## config.mk

```make
export PLATFORM = sky130hd
export DESIGN_NAME = ag_channel_ctrl_core
export DESIGN_NICKNAME = d
export VERILOG_FILES = /design/src/rtl/ag_channel_ctrl_core.sv
export SDC_FILE = /design/constraint.sdc
export NUM_CORES = 1
export LEC_CHECK = 0
export BUFFER_PORTS_ARGS = -buffer_cell sky130_fd_sc_hd__buf_2
export CAP_MARGIN = 20
export CORE_MARGIN = 5
export CORE_UTILIZATION = 47
export DETAILED_ROUTE_END_ITERATION = 10
export GPL_TIMING_DRIVEN = 0
export PLACE_DENSITY = 0.75
export SLEW_MARGIN = 5
export SYNTH_ARGS = -nofsm -noshare
export SYNTH_HDL_FRONTEND = slang
export SYNTH_SLANG_ARGS = --single-unit
export TNS_END_PERCENT = 50
```

## constraint.sdc

```tcl
create_clock -name clk -period 11.6 [get_ports clk]
set_input_delay 2.32 -clock clk [delete_from_list [all_inputs] [get_ports clk]]
set_output_delay 2.32 -clock clk [all_outputs]
set_load 0.05 [all_outputs]
```

## src/rtl/ag_channel_ctrl_core.sv

```systemverilog
// Multi-channel bang-bang actuator controller: hysteresis thresholds, dwell timers,
// max-on watchdog with latched fault, and a free-running status heartbeat.
module ag_channel_ctrl_core #(
    parameter int N_CH    = 5,
    parameter int SW      = 2,
    parameter int MIN_ON  = 16,
    parameter int MIN_OFF = 16,
    parameter int MAX_ON  = 1_000_000,
    parameter int HB_HALF = 12_500_000
) (
    input  logic                 clk,
    input  logic                 rst,
    input  logic                 ena,
    input  logic [N_CH*SW-1:0]   sensor_bus,
    input  logic [N_CH*SW-1:0]   on_thr_bus,
    input  logic [N_CH*SW-1:0]   off_thr_bus,
    input  logic [N_CH-1:0]      mode,
    input  logic [N_CH-1:0]      ch_en,
    input  logic                 cmd_override,
    input  logic                 fault_clr,
    output logic [N_CH-1:0]      ctrl,
    output logic [N_CH-1:0]      fault,
    output logic                 fault_any,
    output logic                 heartbeat
);

    localparam int CNT_MAX_A = (MIN_ON > MIN_OFF) ? MIN_ON : MIN_OFF;
    localparam int CNT_MAX   = (MAX_ON > CNT_MAX_A) ? MAX_ON : CNT_MAX_A;
    localparam int CW        = $clog2(CNT_MAX + 1);
    localparam int HW        = (HB_HALF > 1) ? $clog2(HB_HALF) : 1;

    localparam logic [CW-1:0] CNT_SAT   = CW'(CNT_MAX);
    localparam logic [CW-1:0] MIN_ON_C  = CW'(MIN_ON);
    localparam logic [CW-1:0] MIN_OFF_C = CW'(MIN_OFF);
    localparam logic [CW-1:0] MAX_ON_C  = CW'(MAX_ON);
    localparam logic [HW-1:0] HB_LAST   = HW'(HB_HALF - 1);

    typedef enum logic [1:0] {
        ST_OFF   = 2'd0,
        ST_ON    = 2'd1,
        ST_FAULT = 2'd2
    } ch_state_t;

    ch_state_t       state_q [N_CH];
    ch_state_t       state_d [N_CH];
    logic [CW-1:0]   cnt_q   [N_CH];
    logic [CW-1:0]   cnt_d   [N_CH];
    logic [N_CH-1:0] request_on;
    logic [N_CH-1:0] release_ok;
    logic            ovr_q;
    logic [HW-1:0]   hb_cnt;
    logic            hb_q;

    // Direction-dependent comparisons: mode 1 inverts the sense of both thresholds.
    always_comb begin
        request_on = '0;
        release_ok = '0;
        for (int i = 0; i < N_CH; i++) begin
            if (mode[i]) begin
                request_on[i] = sensor_bus[i*SW +: SW] >  on_thr_bus[i*SW +: SW];
                release_ok[i] = sensor_bus[i*SW +: SW] <= off_thr_bus[i*SW +: SW];
            end else begin
                request_on[i] = sensor_bus[i*SW +: SW] <  on_thr_bus[i*SW +: SW];
                release_ok[i] = sensor_bus[i*SW +: SW] >= off_thr_bus[i*SW +: SW];
            end
        end
    end

    always_comb begin
        for (int i = 0; i < N_CH; i++) begin
            state_d[i] = state_q[i];
            case (state_q[i])
                ST_FAULT: begin
                    if (fault_clr) state_d[i] = ST_OFF;
                end
                ST_ON: begin
                    if (ovr_q || !ch_en[i]) begin
                        state_d[i] = ST_OFF;
                    end else if (release_ok[i] && cnt_q[i] >= MIN_ON_C) begin
                        state_d[i] = ST_OFF;
                    end else if ((MAX_ON != 0) && cnt_q[i] >= MAX_ON_C) begin
                        state_d[i] = ST_FAULT;
                    end
                end
                default: begin
                    if (!ovr_q && ch_en[i] && request_on[i] && cnt_q[i] >= MIN_OFF_C) begin
                        state_d[i] = ST_ON;
                    end
                end
            endcase
            // Forced OFF from OFF is not a state change, so the dwell keeps counting.
            if (state_d[i] != state_q[i]) begin
                cnt_d[i] = '0;
            end else if (cnt_q[i] == CNT_SAT) begin
                cnt_d[i] = cnt_q[i];
            end else begin
                cnt_d[i] = cnt_q[i] + CW'(1);
            end
        end
    end

    always_ff @(posedge clk or posedge rst) begin
        if (rst) begin
            for (int i = 0; i < N_CH; i++) begin
                state_q[i] <= ST_OFF;
                cnt_q[i]   <= CNT_SAT;
            end
            ovr_q  <= 1'b0;
            hb_cnt <= '0;
            hb_q   <= 1'b0;
        end else if (ena) begin
            for (int i = 0; i < N_CH; i++) begin
                state_q[i] <= state_d[i];
                cnt_q[i]   <= cnt_d[i];
            end
            ovr_q <= cmd_override;
            if (hb_cnt == HB_LAST) begin
                hb_cnt <= '0;
                hb_q   <= ~hb_q;
            end else begin
                hb_cnt <= hb_cnt + HW'(1);
            end
        end
    end

    always_comb begin
        for (int i = 0; i < N_CH; i++) begin
            ctrl[i]  = (state_q[i] == ST_ON);
            fault[i] = (state_q[i] == ST_FAULT);
        end
    end

    assign fault_any = |fault;
    assign heartbeat = hb_q;

endmodule

```

==> impl_results.md <==
* Status: finished, final reports clean
* First-pass GRT wire length at 40.4 mm
* Num CTS Buffers at 17
* FILL cells at 1763
* DRC at 0
* Final Max Slew Viols at 0
* Vias per cell at 6.09
* Routability cong. at 0.895
* R2r setup slk at 8750 ps
* Port bufs at 56
* YS warnings at 0
* Total die area at 22800 sq um
* Max_cap viols at 0
* Post-layout min period at 4610 ps
* Hold path start: heartbeat
* Max Fanout on Critical Path at 10
* Worst Hold Endpoint: heartbeat
* Synth Register Bits at 136
* Hold Worst Slack at 461 ps
* Crit start category: primary input
* Via Count at 8712
* Final hold violations at 0
* PD cells at 175 nW/um^2
* Clk_lat worst skew at 430 ps
* Top post-synthesis cells by area: dfrtp_1, dfstp_2, ha_1, nand2_1, nand3_1
* Post-synthesis net count at 1163
* Number of synthesized flops with an enable pin at 0
* Max-slew headroom at 41.7%
* Grt ovf at 0
* Final instance area at 10600 sq um
* Most numerous cell in the Yosys netlist: dfrtp_1
* Hpwl dp at 17.0 mm
* RSZ-0062 raised after global routing: no
* Post_cts resized at 0
* Worst-case reg-to-reg path depth at 9
* Mapped Cells at 1077
* Seq/Total Area, Yosys at 36.9%
* Reg-to-Reg End: cnt_q[7]
* DRT iter0 DRCs at 597
* Actual slew at the worst max-slew pin at 874 ps
* Peak VDD IR at 127 uV
* LEAKAGE at 4.44 nW
* Post-synth ARST share at 100%
* # rows at 51
* Kind of critical path: primary input to flip-flop
* Type of the tightest min-delay check: flip-flop to flip-flop
* Max Fclk at 0.217 GHz
* Layout cells sized above 1 at 15.1%
* CTS HTree Levels at 4
* Post-DRT Antenna Nets at 0
* Critical R2R Launch: cnt_q[9]
* Period utilization at 39.7%
* Initial core utilization at 47.8%
* Synth top cells by count: dfrtp_1, nand2_1, inv_1
* Die width at 151 um
* # hold bufs at CTS at 0
* Final WL at 24.4 mm
* Dpl cell area at 9980 sq um
* P&R area growth vs syn at 13.2%
* Total Routing Usage GR at 21.9%
* Dominant cell type by area after synthesis: dfrtp_1
* Cell Area, Synth at 9340 sq um
* Setup TNS Final at 0 ps
* Fin Clk Skew at 9.24 ps
* Area share of the largest cell type after synthesis at 27.1%
* CP arrival at 4930 ps
* TritonCTS Sinks at 136
* ANT cells at 0
* WP data required at 11920 ps
* Core ar. at 19500 sq um
* Avg WL per Cell at 17.1 um
* Longest Clk Path Bufs at 2
* Vias in the first global route at 8170
* CTS tree: yes
* CTS root buf: clkbuf_16
* Placed Cells at 1399
* Main synth FF type: dfrtp_1
* Hold path depth at 1
* Drt pass-1 iters at 5
* Clock-pin slew on the worst setup and hold paths at 70 ps
* Post-CTS Setup Bufs at 0
* Synth Area per Inst at 8.67 sq um
* Die Y at 151 um
* IO Pins at 57
* Layout net count at 1239
* Post-route insts no fill at 1431
* Setup-failing EPs final at 0
* Initial antenna violation count at 0
* Distinct cells, synth at 87
* Critical path capture point type: flip-flop
* Maximum number of pins on one net before global-route repair at 86
-- power by group --
group          internal, mW  total (mW)  switching (mW)
Sequential            0.584       0.711           0.127
Combinational         0.226       0.588           0.362
Clock                 0.323       0.551           0.229
-- state kept, by name, summed over array words and instances (netlist names) --
register and cells:
ovr_q 1, state_q 10, cnt_q 100, heartbeat 1
hb_cnt 24
-- cell usage in the layout (no fill, tap or decap), types with 16 or more instances in the layout --
cell type,count
a21oi_1,33
a22o_1,24
a31oi_1,26
and3_1,29
buf_2,68
clkbuf_1,26
clkbuf_16,17
dfrtp_1,101
dfstp_2,35
ha_1,41
inv_1,84
nand2_1,93
nand3_1,65
nand4_1,41
nor2_1,73
nor2b_1,24
nor3_1,38
nor4_1,28
o21ai_0,28
o22ai_1,20
o2bb2ai_1,16
o31ai_1,21
-- stage by stage --
stage | setup slack [ps] | power [mW] | utilization [%]
2_1_floorplan | 5700 | 1.14 | -
3_3_place_gp | 4010 | 1.27 | 51.0
3_5_place_dp | 6590 | 1.29 | 51.1
4_1_cts | 7030 | 1.85 | 54.1
5_1_grt | 6820 | 1.96 | 54.1
6_report | 6990 | 1.85 | 54.1
-- cell type report --
| cell class | count | area [sq um] | share of cell area, % |
|---|---|---|---|
| Clock inverter | 14 | 149 | 1.41 |
| Sequential cell | 136 | 3450 | 32.6 |
| Clock buffer | 18 | 439 | 4.15 |
| Timing Repair Buffer | 57 | 308 | 2.91 |
| Multi-Input combinational cell | 812 | 5370 | 50.8 |
| Inverter | 86 | 328 | 3.10 |
| Tap cell | 265 | 332 | 3.14 |
| Buffer | 43 | 195 | 1.85 |
-- worst max-delay path, stage by stage --
cell and delay [ps]:
buf_2 110, ha_1 290, nor2b_1 140, or3b_1 340
a32oi_1 280, nor3_1 120, o32ai_1 450, clkbuf_1 500
nor3_1 110, a221o_1 270
-- worst max path at each step --
stage,startpoint,end,slack [ps],depth (start not counted)
after floorplan,rst,cnt_q[0],5700,1
after global placement,rst,cnt_q[25],4010,2
after detailed placement,sensor_bus[9],cnt_q[2],6590,10
after CTS,sensor_bus[9],cnt_q[7],7030,10
after global routing,sensor_bus[9],cnt_q[7],6820,10
final,sensor_bus[9],cnt_q[7],6990,10
-- per-layer routing --
| layer | routed length (um) | part of all wire [%] | vias up | GRT usage, % |
|---|---|---|---|---|
| met1 | 11000 | 45 | 4186 | 29.4 |
| met2 | 11600 | 47 | 268 | 35.5 |
| met3 | 1190 | 4.9 | 58 | 3.62 |
| met5 | 0 | 0 | - | 0 |
| met4 | 687 | 2.8 | 0 | 8.84 |
| li1 | - | - | 4200 | - |
-- kinds of logic after synthesis --
group / after synthesis / synth area share, %
and+or+nand+nor: 469 / 26.7
AOI/OAI and AO/OA: 265 / 21.6
DFF: 136 / 36.9
buffers and inverters: 129 / 5.55
adders and majority gates: 41 / 5.49
xor gates and xnor gates: 27 / 2.53
muxes: 10 / 1.23
(Power assumes the default switching activity.)
